File: config.mk
export PLATFORM = sky130hd
export DESIGN_NAME = imm_extend_pipe
export DESIGN_NICKNAME = d
export VERILOG_FILES = /design/src/rtl/imm_extend_pipe_pkg.sv /design/src/rtl/imm_extend_pipe_skid.sv /design/src/rtl/imm_extend_pipe.sv
export SDC_FILE = /design/constraint.sdc
export NUM_CORES = 1
export LEC_CHECK = 0
export CAP_MARGIN = 20
export CORE_ASPECT_RATIO = 0.8
export CORE_MARGIN = 2
export CORE_UTILIZATION = 45
export CTS_BUF_LIST = sky130_fd_sc_hd__clkbuf_8
export CTS_CLUSTER_SIZE = 28
export DETAILED_ROUTE_END_ITERATION = 7
export PLACE_DENSITY = 0.72
export SLEW_MARGIN = 20
export SYNTH_ARGS = -nofsm -noshare
export SYNTH_HDL_FRONTEND = slang
export SYNTH_SLANG_ARGS = --single-unit
File: constraint.sdc
create_clock -name clk -period 2.6 [get_ports clk]
set_input_delay 0.39 -clock clk [delete_from_list [all_inputs] [get_ports clk]]
set_output_delay 0.39 -clock clk [all_outputs]
set_load 0.005 [all_outputs]
File: src/rtl/imm_extend_pipe_pkg.sv
// rtl/imm_extend_pipe_pkg.sv - immediate format codes and the combinational extend function
package imm_pkg;

    typedef enum logic [2:0] {
        IMM_I     = 3'd0,
        IMM_S     = 3'd1,
        IMM_B     = 3'd2,
        IMM_J     = 3'd3,
        IMM_U     = 3'd4,
        IMM_SHAMT = 3'd5,
        IMM_ZIMM  = 3'd6,
        IMM_RSVD  = 3'd7
    } imm_src_e;

    // instr holds instruction bits [31:7], so instruction bit n is instr[n-7].
    // Result is {err, imm[63:0]}; callers keep the low XLEN bits.
    function automatic logic [64:0] imm_extend(input logic [24:0] instr,
                                               input imm_src_e   src,
                                               input int         xlen);
        logic [51:0] s;
        logic [63:0] imm;
        logic        err;
        s   = {52{instr[24]}};
        imm = '0;
        err = 1'b0;
        case (src)
            IMM_I:     imm = {s, instr[24:13]};
            IMM_S:     imm = {s, instr[24:18], instr[4:0]};
            IMM_B:     imm = {s, instr[0], instr[23:18], instr[4:1], 1'b0};
            IMM_J:     imm = {s[43:0], instr[12:5], instr[13], instr[23:14], 1'b0};
            IMM_U:     imm = {s[31:0], instr[24:5], 12'b0};
            IMM_SHAMT: imm = (xlen == 64) ? {58'b0, instr[18:13]} : {59'b0, instr[17:13]};
            IMM_ZIMM:  imm = {59'b0, instr[12:8]};
            default:   err = 1'b1;
        endcase
        return {err, imm};
    endfunction

endpackage

File: src/rtl/imm_extend_pipe_skid.sv
// rtl/imm_extend_pipe_skid.sv - 2-entry skid buffer (imm_skid_buf) with registered in_ready
module imm_skid_buf #(
    parameter int W = 8
) (
    input  logic         clk,
    input  logic         rst_n,
    input  logic         in_valid,
    output logic         in_ready,
    input  logic [W-1:0] in_data,
    output logic         out_valid,
    input  logic         out_ready,
    output logic [W-1:0] out_data
);

    logic [W-1:0] out_q, out_d, skid_q, skid_d;
    logic         out_v, out_v_d, skid_v, skid_v_d, rdy_q;
    logic         in_fire, load_out;

    assign in_fire  = in_valid && rdy_q;
    assign load_out = !out_v || out_ready;

    // Skid only fills while the output register is stalled; it drains first when it frees up.
    always_comb begin
        out_d    = out_q;
        out_v_d  = out_v;
        skid_d   = skid_q;
        skid_v_d = skid_v;
        if (load_out) begin
            if (skid_v) begin
                out_d    = skid_q;
                out_v_d  = 1'b1;
                skid_v_d = 1'b0;
            end else begin
                out_v_d = in_fire;
                if (in_fire) begin
                    out_d = in_data;
                end
            end
        end else if (in_fire) begin
            skid_d   = in_data;
            skid_v_d = 1'b1;
        end
    end

    always_ff @(posedge clk or negedge rst_n) begin
        if (!rst_n) begin
            out_q  <= '0;
            skid_q <= '0;
            out_v  <= 1'b0;
            skid_v <= 1'b0;
            rdy_q  <= 1'b0;
        end else begin
            out_q  <= out_d;
            skid_q <= skid_d;
            out_v  <= out_v_d;
            skid_v <= skid_v_d;
            rdy_q  <= !skid_v_d;
        end
    end

    assign in_ready  = rdy_q;
    assign out_valid = out_v;
    assign out_data  = out_q;

endmodule

File: src/rtl/imm_extend_pipe.sv
// rtl/imm_extend_pipe.sv - pipelined immediate extender; IMM_EXTEND_STATS_EN adds err_count/err_clr
module imm_extend_pipe
    import imm_pkg::*;
#(
    parameter int XLEN  = 32,
    parameter int TAG_W = 4
) (
    input  logic             clk,
    input  logic             rst_n,
    input  logic             in_valid,
    output logic             in_ready,
    input  logic [24:0]      in_instr,
    input  logic [2:0]       in_imm_src,
    input  logic [TAG_W-1:0] in_tag,
`ifdef IMM_EXTEND_STATS_EN
    input  logic             err_clr,
    output logic [31:0]      err_count,
`endif
    output logic             out_valid,
    input  logic             out_ready,
    output logic [XLEN-1:0]  out_imm,
    output logic [TAG_W-1:0] out_tag,
    output logic             out_err
);

    localparam int PW = XLEN + TAG_W + 1;

    generate
        if (XLEN != 32 && XLEN != 64) begin : g_bad_xlen
            $error("imm_extend_pipe: XLEN must be 32 or 64");
        end
    endgenerate

    logic [64:0]   ext;
    logic [PW-1:0] in_data, out_data;

    assign ext     = imm_extend(in_instr, imm_src_e'(in_imm_src), XLEN);
    assign in_data = {ext[64], ext[XLEN-1:0], in_tag};

    generate
        if (XLEN < 64) begin : g_narrow
            logic unused_hi;
            assign unused_hi = ^ext[63:XLEN];
        end
    endgenerate

    imm_skid_buf #(.W(PW)) u_skid (
        .clk       (clk),
        .rst_n     (rst_n),
        .in_valid  (in_valid),
        .in_ready  (in_ready),
        .in_data   (in_data),
        .out_valid (out_valid),
        .out_ready (out_ready),
        .out_data  (out_data)
    );

    assign {out_err, out_imm, out_tag} = out_data;

`ifdef IMM_EXTEND_STATS_EN
    // Counts errored entries as they leave; clear wins over a same-cycle increment.
    always_ff @(posedge clk or negedge rst_n) begin
        if (!rst_n) begin
            err_count <= '0;
        end else if (err_clr) begin
            err_count <= '0;
        end else if (out_valid && out_ready && out_err && (err_count != '1)) begin
            err_count <= err_count + 32'd1;
        end
    end
`endif

endmodule

Word level (Yosys, flattened, before mapping):

Index checks and enable logic that the tools add are counted.

* output and inout bits: 39
* input bits: 36
* logic and storage cells: 28
* register bits after elaboration: 77

* reduce and logical (&&, ||, !) cells: 9
* equal/unequal tests: 6
* mux-type cells: 7
* bitwise logic cells: 1

Operators with widths (count)
* $pmux W32 S7: 1
* $mux W37: 2
* $eq A3 B3 Y1 const B: 3
* $reduce_or A7 Y1: 1
* $eq A3 B2 Y1 const B: 2
* $mux W1: 4
* $reduce_and A2 Y1: 2
* $eq A3 B1 Y1 const B: 1
* $logic_not A3 Y1: 1
* $logic_not A1 Y1: 2
* $reduce_bool A2 Y1: 1
* $logic_and A1 B1 Y1: 1
* $logic_or A1 B1 Y1: 1
* $not A1 Y1: 1

Depth between registers and ports, before layout:

Gate-level depths: netlist of the first run.

* word-level depth: 5
* depth in mapped cells: 7
* gate-level depth less buffers: 4

Hierarchy:

Synthesis of the first run repeated with hierarchy kept, for this count alone.

* cells, all modules: 288
* area, all modules: 3973.8 sq um

Modules (own cells, without submodules)
* imm_skid_buf: instances 1, area each 3384.5 sq um, cells each 206, sequential area each 1926.8 sq um
* imm_extend_pipe: instances 1, area each 589.3 sq um, cells each 82, sequential area each 0.0 sq um

Least setup slack after synthesis of the first run:

OpenSTA, ideal clock, no wires.

* kind: input to register
* start: in in_imm_src[2]
* end: reg u_skid.out_q[4] (netlist: u_skid.out_data[4])
* path buffers: 1
* library setup time: 125 ps
* slack: 1037 ps
* cell stages on the path: 5
* data arrival time: 1439 ps
* data required time: 2475 ps
* cells stage by stage: buf_2 > mux2_2 > a211oi_1 > o21ai_0 > mux2_2

* longest elaborated chain between the ends: 4
* elaborated cells on any way between the ends: 10
* those cells by class: eq/ne (6); mux (3); reduce/logical (1)

Ends and longest elaborated chain
* from (decl): line imm_extend_pipe.sv:13 `input logic [2:0] in_imm_src,`
* $eq A3 B3 Y1 (tied with other cells): line imm_extend_pipe_pkg.sv:26 `case (src)`
* $pmux W32 S7 *: line imm_extend_pipe_pkg.sv:26
* $mux W37 *: line imm_extend_pipe_skid.sv:35 `if (in_fire) begin`
* $mux W37 *: line imm_extend_pipe_skid.sv:29 `if (skid_v) begin`
* to (signal assigned): line imm_extend_pipe_skid.sv:53 `out_q <= out_d;`
* to (decl): line imm_extend_pipe_skid.sv:15 `logic [W-1:0] out_q, out_d, skid_q, skid_d;`

Mark *: on every way between the ends. The rest lies on a longest branch, timed or not. The select of a mux whose other input is x is not followed.
A chain may end at the register's enable or synchronous reset.

Worst setup path after layout of the first run:

* start: in in_imm_src[2]
* end: reg u_skid.out_q[21] (netlist: u_skid.out_data[21])

Same word-level chain as after synthesis.

==> flow_metrics.py, run 1 <==
metrics = {
    "run_status": {
        "status": "complete, but fails checks",
        "violations": "hold timing",
    },
    "final_layout": {
        "layout-drive-gt1-share_pct": 13.7,
        "final_common_cell": "dfrtp_1",
        "fin_nets": 485,
        "syn_to_final_growth_pct": 28.8,
        "regArea_mm2": 0.00193,
        "n_fill_cell": 682,
        "multi_input_area_mm2": 0.00158,
        "final_cell_mix": "76 x dfrtp_1, 74 x nand2_1, 73 x clkdlybuf4s50_1, 50 x o21ai_0, 35 x a21oi_1",
        "num_antenna_cells": 0,
    },
    "critical_path": {
        "worstSetupPathType": "in2reg",
        "r2r-end": "u_skid.out_data[20]",
        "r2r-start": "u_skid.skid_v",
        "worstSetupStartpoint": "in_imm_src[2]",
        "end_kind": "register",
        "start_kind": "primary input",
        "regToRegSetupSlack_ns": 0.65,
        "critical_path_required_ns": 2.87,
        "critPathArrivalTime_ns": 2.35,
        "endpoint": "u_skid.out_data[21]",
        "crit_fanout": 13,
        "reg2regPathDepth": 4,
    },
    "detailed_routing": {
        "drt_iter0_markers": 87,
        "drc_errors": 0,
        "ant_nets": 0,
        "drtPass1Iterations": 4,
        "vias": 2986,
        "via_per_inst": 5.31,
        "wl_mm": 8.70,
        "avgRoutedWirePerCell_um": 15.5,
    },
    "synthesis": {
        "yosysWarnings": 0,
        "synth_top_area_share_pct": 53.0,
        "netlist_instances": 378,
        "synthTopCellsByArea": "dfrtp_1 53%, nand2_1 7.6%, o21ai_0 6.9%, mux2_2 6.8%, a21oi_1 4.8%",
        "synth_area_mm2": 0.00364,
        "syn_nets": 414,
        "yosysTopAreaCell": "dfrtp_1",
        "synth_edf_count": 0,
        "synth.distinct_cells": 32,
        "ys_seq_area_share_pct": 53.0,
        "ys.flop_type": "dfrtp_1",
        "syn_area_per_cell_um2": 9.63,
        "synth-seq-cells": 77,
        "ys_async_sr_fraction_pct": 100,
    },
    "clocking": {
        "holdBufCountCts": 0,
        "cts_resized": 0,
        "post_cts_buffers": 0,
        "cts_buffer_depth": 2,
        "insertion_delay_ns": 0.36,
        "cts_tree": "done",
        "cts_max_level": 3,
        "cts.sinks": 77,
        "clk_pin_slew_ns": 0.09,
        "clock-root-buffer": "clkbuf_8",
        "numCtsBuffers": 9,
    },
    "hold_path": {
        "min_path_type": "in2async",
    },
    "timing": {
        "slew_headroom_pct": 56.9,
        "worstMarginPinSlew_ns": 0.646,
        "min_period_ns": 2.08,
        "fin_tns_setup_ns": 0,
        "hold_violations": 6,
        "finalSetupViolations": 0,
        "fin_crit_sh_pct": 80.0,
        "rsz0062_at_grt": "no",
        "whs_ns": -0.00920,
        "fin_skew_ns": 0.00978,
        "fmax_mhz": 481,
        "drv_slew": 0,
    },
    "pwr": {
        "powerDensity_mw_per_mm2": 740,
        "max-vdd-ir-drop_mv": 0.383,
        "p_leak_nw": 1.99,
    },
    "global_route": {
        "antenna_found_initial": 0,
        "grt_pass1_vias": 2879,
        "grt_overflow": 0,
        "grt_pass1_wl_mm": 14.6,
        "grt_max_degree": 70,
        "grtUsageTotal_pct": 20.9,
    },
    "placement": {
        "gp_congestion": 0.823,
        "hpwl_mm": 6.07,
        "portBuffers": 74,
    },
    "floorplanning": {
        "dieWidth_um": 105,
        "fp.dieArea_mm2": 0.00883,
        "die_y_um": 84.4,
        "initial_core_util_pct": 46.2,
        "rows": 29,
        "core_mm2": 0.00787,
        "pin_count": 75,
    },
    "flow_run": {
        "maxCapViolations": 0,
    },
}
[layout make-up]
class / count / area share (%)
Timing Repair Buffer: 89 / 18.2
Clock buffer: 9 / 2.64
Multi-Input combinational cell: 270 / 33.8
Tap cell: 108 / 2.88
Clock inverter: 7 / 1.23
Inverter: 2 / 0.160
Sequential cell: 77 / 41.1
[registers in the layout, summed over array words and instances (netlist names)]
name / count
u_skid.skid_v: 1
u_skid.skid_q: 37
u_skid.out_valid: 1
u_skid.in_ready: 1
u_skid.out_data: 37
[per-stage QoR]
step	util, %	instance area [um^2]	power [mW]	std cells	setup slack [ns]
floorplan	-	3640	2.09	378	1.04
global placement	57.2	4500	2.61	546	0.391
detailed placement	57.2	4500	2.64	546	0.269
CTS	59.5	4690	3.49	562	0.577
global route	59.5	4690	3.68	562	0.445
finish	59.5	4690	3.47	562	0.521
[synth_stat cells (7+ instances only)]
library cell and instances:
a21oi_1 35, clkbuf_1 15, nor2_1 10, nand2b_1 7, nand2_1 74, o21ai_0 50
buf_2 11, o22a_1 7, dfrtp_1 77, o211ai_1 8, nand3_1 15, mux2_2 22
mux2i_1 10
[worst max-delay path, cell delays in order]
cell,delay (ns)
clkdlybuf4s50_1,0.63
buf_4,0.25
nor2b_1,0.50
a21oi_1,0.18
o22a_1,0.23
o211ai_1,0.17
[cell families (layout without fill, tap and decap cells)]
logic type	count (synthesis)	after routing	synth area share, %
AND/OR/NAND/NOR	118	118	14.3
buffers and inverters	31	107	3.68
XOR/XNOR	1	1	0.447
multiplexers	32	32	9.56
AO/OA/AOI/OAI	119	119	19.1
flip-flops	77	77	53.0
[worst min path at each step]
stage,slack (ns),to,startpoint,cells after the start
finish,-0.009,u_skid.out_data[1],rst_n,1
detailed placement,0.41,u_skid.out_data[1],rst_n,1
floorplan,0.09,u_skid.in_ready,rst_n,0
CTS,0.02,u_skid.out_data[1],rst_n,1
global placement,0.41,u_skid.out_data[1],rst_n,1
global route,0.02,u_skid.out_data[2],rst_n,1
[report_power, final]
group	switching (mW)	internal (mW)	total (mW)	leakage, nW
combinational	0.410	0.549	0.958	0.921
sequential	0.168	1.49	1.66	0.980
clock	0.493	0.361	0.854	0.0886
[layer usage]
layer | up-vias | global-route usage, % | wire length [um] | part of all wire, %
li1 | 1456 | - | - | -
met1 | 1414 | 29.5 | 4200 | 48
met2 | 106 | 31.4 | 3790 | 44
met3 | 10 | 6.75 | 647 | 7.4
met4 | 0 | 4.91 | 64 | 0.74
met5 | - | 0 | 0 | 0
Note: power is estimated with default switching activity, not from simulation.
==> run 2, diff against run 1 <==
Clock period 2.6 ns to 2 ns, I/O delays scaled along.
==> run 2 against run 1 <==
Clock skew is 0.0011 ns lower. Sequential power is 29% higher. Register-to-register slack worse by 0.17 ns. Utilization is 2.3 points higher. Flip-flop and latch count stayed put. Critical path type unchanged. First-iteration DRC count is 110% higher. Combinational power is 36% higher. The run now ends clean. Global-route usage is 0.34 points higher. Sequential share of layout area is 1.5 points lower. Die area stayed put. Clock power is 52% higher. Final cell count is 2.0% higher.
==> flow_metrics.py, run 2 (same netlist as run 1, synthesis figures left out) <==
metrics = {
    "run_status": {
        "status": "complete, no violations",
    },
    "global_route": {
        "antenna_found_initial": 0,
        "grt_max_degree": 70,
        "grt_pass1_wl_mm": 14.8,
        "grtUsageTotal_pct": 21.2,
        "grt_pass1_vias": 2992,
        "grt_overflow": 0,
    },
    "critical_path": {
        "start_kind": "primary input",
        "cp_slowest_cell": "clkdlybuf4s50_1",
        "critical_path_required_ns": 2.27,
        "crit_path_cell_trace": "clkdlybuf4s50_1, buf_4, xor2_2, mux2i_1, mux2_2, o21ai_1",
        "end_kind": "register",
        "cp_top_family": "buffers and inverters",
        "critical_path.max_stage_delay_ns": 0.60,
        "r2r-start": "u_skid.skid_v",
        "worstSetupPathType": "in2reg",
        "crit_fanout": 8,
        "crit_buf_inv": 2,
        "critPathArrivalTime_ns": 1.95,
        "worstSetupStartpoint": "in_imm_src[1]",
    },
    "final_layout": {
        "layout-drive-gt1-share_pct": 15.3,
        "fin_nets": 496,
        "final_cell_mix": "76 x dfrtp_1, 74 x nand2_1, 73 x clkdlybuf4s50_1, 50 x o21ai_0, 35 x a21oi_1",
        "syn_to_final_growth_pct": 33.7,
        "multi_input_area_mm2": 0.00158,
        "regArea_mm2": 0.00193,
        "num_antenna_cells": 0,
        "final_common_cell": "dfrtp_1",
        "n_fill_cell": 671,
    },
    "placement": {
        "hpwl_mm": 6.23,
        "portBuffers": 74,
        "gp_congestion": 0.842,
    },
    "detailed_routing": {
        "via_per_inst": 5.33,
        "drtPass1Iterations": 4,
        "wl_mm": 8.82,
        "vias": 3056,
        "drc_errors": 0,
        "ant_nets": 0,
        "drt_iter0_markers": 182,
        "avgRoutedWirePerCell_um": 15.4,
    },
    "timing": {
        "min_period_ns": 1.68,
        "finalSetupViolations": 0,
        "fin_crit_sh_pct": 84.2,
        "rsz0062_at_grt": "no",
        "fmax_mhz": 594,
        "worstMarginPinSlew_ns": 0.505,
        "fin_skew_ns": 0.00866,
        "drv_slew": 0,
        "slew_headroom_pct": 66.4,
        "fin_tns_setup_ns": 0,
        "hold_violations": 0,
    },
    "pwr": {
        "power_frac_seq_pct": 45.1,
        "total_power_mw": 4.74,
        "powerDensity_mw_per_mm2": 974,
        "swShare_pct": 27.8,
        "power_switching_mw": 1.32,
        "max-vdd-ir-drop_mv": 0.755,
        "p_int_mw": 3.42,
        "p_leak_nw": 2.09,
        "p_comb_share_pct": 27.5,
        "clock_power_share_pct": 27.4,
    },
    "clocking": {
        "numCtsBuffers": 9,
        "insertion_delay_ns": 0.35,
        "cts.sinks": 77,
        "cts_resized": 0,
        "cts_tree": "done",
        "cts_max_level": 3,
        "clock-root-buffer": "clkbuf_8",
        "cts_buffer_depth": 2,
        "clk_pin_slew_ns": 0.08,
        "post_cts_buffers": 0,
    },
    "flow_run": {
        "maxCapViolations": 0,
    },
    "hold_path": {
        "min_path_type": "in2async",
    },
    "floorplanning": {
        "core_mm2": 0.00787,
        "rows": 29,
        "die_y_um": 84.4,
        "initial_core_util_pct": 46.2,
        "dieWidth_um": 105,
        "pin_count": 75,
        "fp.dieArea_mm2": 0.00883,
    },
}
-- run 2: cell types whose count changed in the layout (fill, tap and decap cells not counted), sizes merged --
| cell | delta |
|---|---|
| buf | +10 |
| bufinv | +2 |
| clkbuf | +1 |
| clkinv | +1 |
| clkinvlp | -2 |
| dlygate4sd3 | +1 |
| inv | -2 |
-- run 2: path summary, 6_finish.rpt --
check | end | slack (ns) | cells past startpoint
setup / recovery | u_skid.skid_q[6] | 0.32 | 6
hold / removal | u_skid.out_data[2] | 0.45 | 2
setup reg to reg | u_skid.out_data[20] | 0.48 | 5
hold reg to reg | u_skid.out_data[14] | 0.48 | 2
max in group asynchronous | u_skid.skid_q[4] | 0.96 | 3
min in group clk | u_skid.out_data[14] | 0.48 | 2
-- run 2: final cells by class --
type	count	share of cell area (%)
Tap cell	108	2.78
Sequential cell	77	39.6
Timing Repair Buffer	100	20.3
Clock inverter	6	1.78
Multi-Input combinational cell	270	32.5
Inverter	2	0.154
Clock buffer	10	2.83
-- run 2: through the flow --
step           cell area (um^2)  hold slack [ns]  setup slack [ns]  util (%)  cells
2_1_floorplan              3640          0.00441             0.512         -    378
3_3_place_gp               4630            0.299            0.0600      58.8    556
3_5_place_dp               4630            0.308           -0.0201      58.8    556
4_1_cts                    4860            0.461             0.348      61.8    573
5_1_grt                    4860            0.474             0.174      61.8    573
6_report                   4860            0.449             0.316      61.8    573
-- run 2: metal layers --
layer	GRT usage, %	vias to the layer above	part of all wire (%)
met1	30.4	1460	47
met2	31.6	102	44
li1	-	1479	-
met5	0	-	0
met3	6.13	15	6.8
met4	5.77	0	1.3
-- run 2: power by group through the flow --
stage | clock (mW) | combinational [mW] | sequential, mW
4_1_cts | 1.34 | 1.32 | 2.14
2_1_floorplan | 0 | 0.573 | 2.15
3_3_place_gp | 0 | 1.28 | 2.15
3_5_place_dp | 0 | 1.31 | 2.17
5_1_grt | 1.41 | 1.44 | 2.18
6_report | 1.30 | 1.30 | 2.14
-- run 2: timing repair --
| item | 4_1_cts | 5_1_grt |
|---|---|---|
| hold buffers | 1 | 0 |
| endpoints found under the hold margin | 37 | 0 |
| setup endpoints to repair | 0 | 0 |
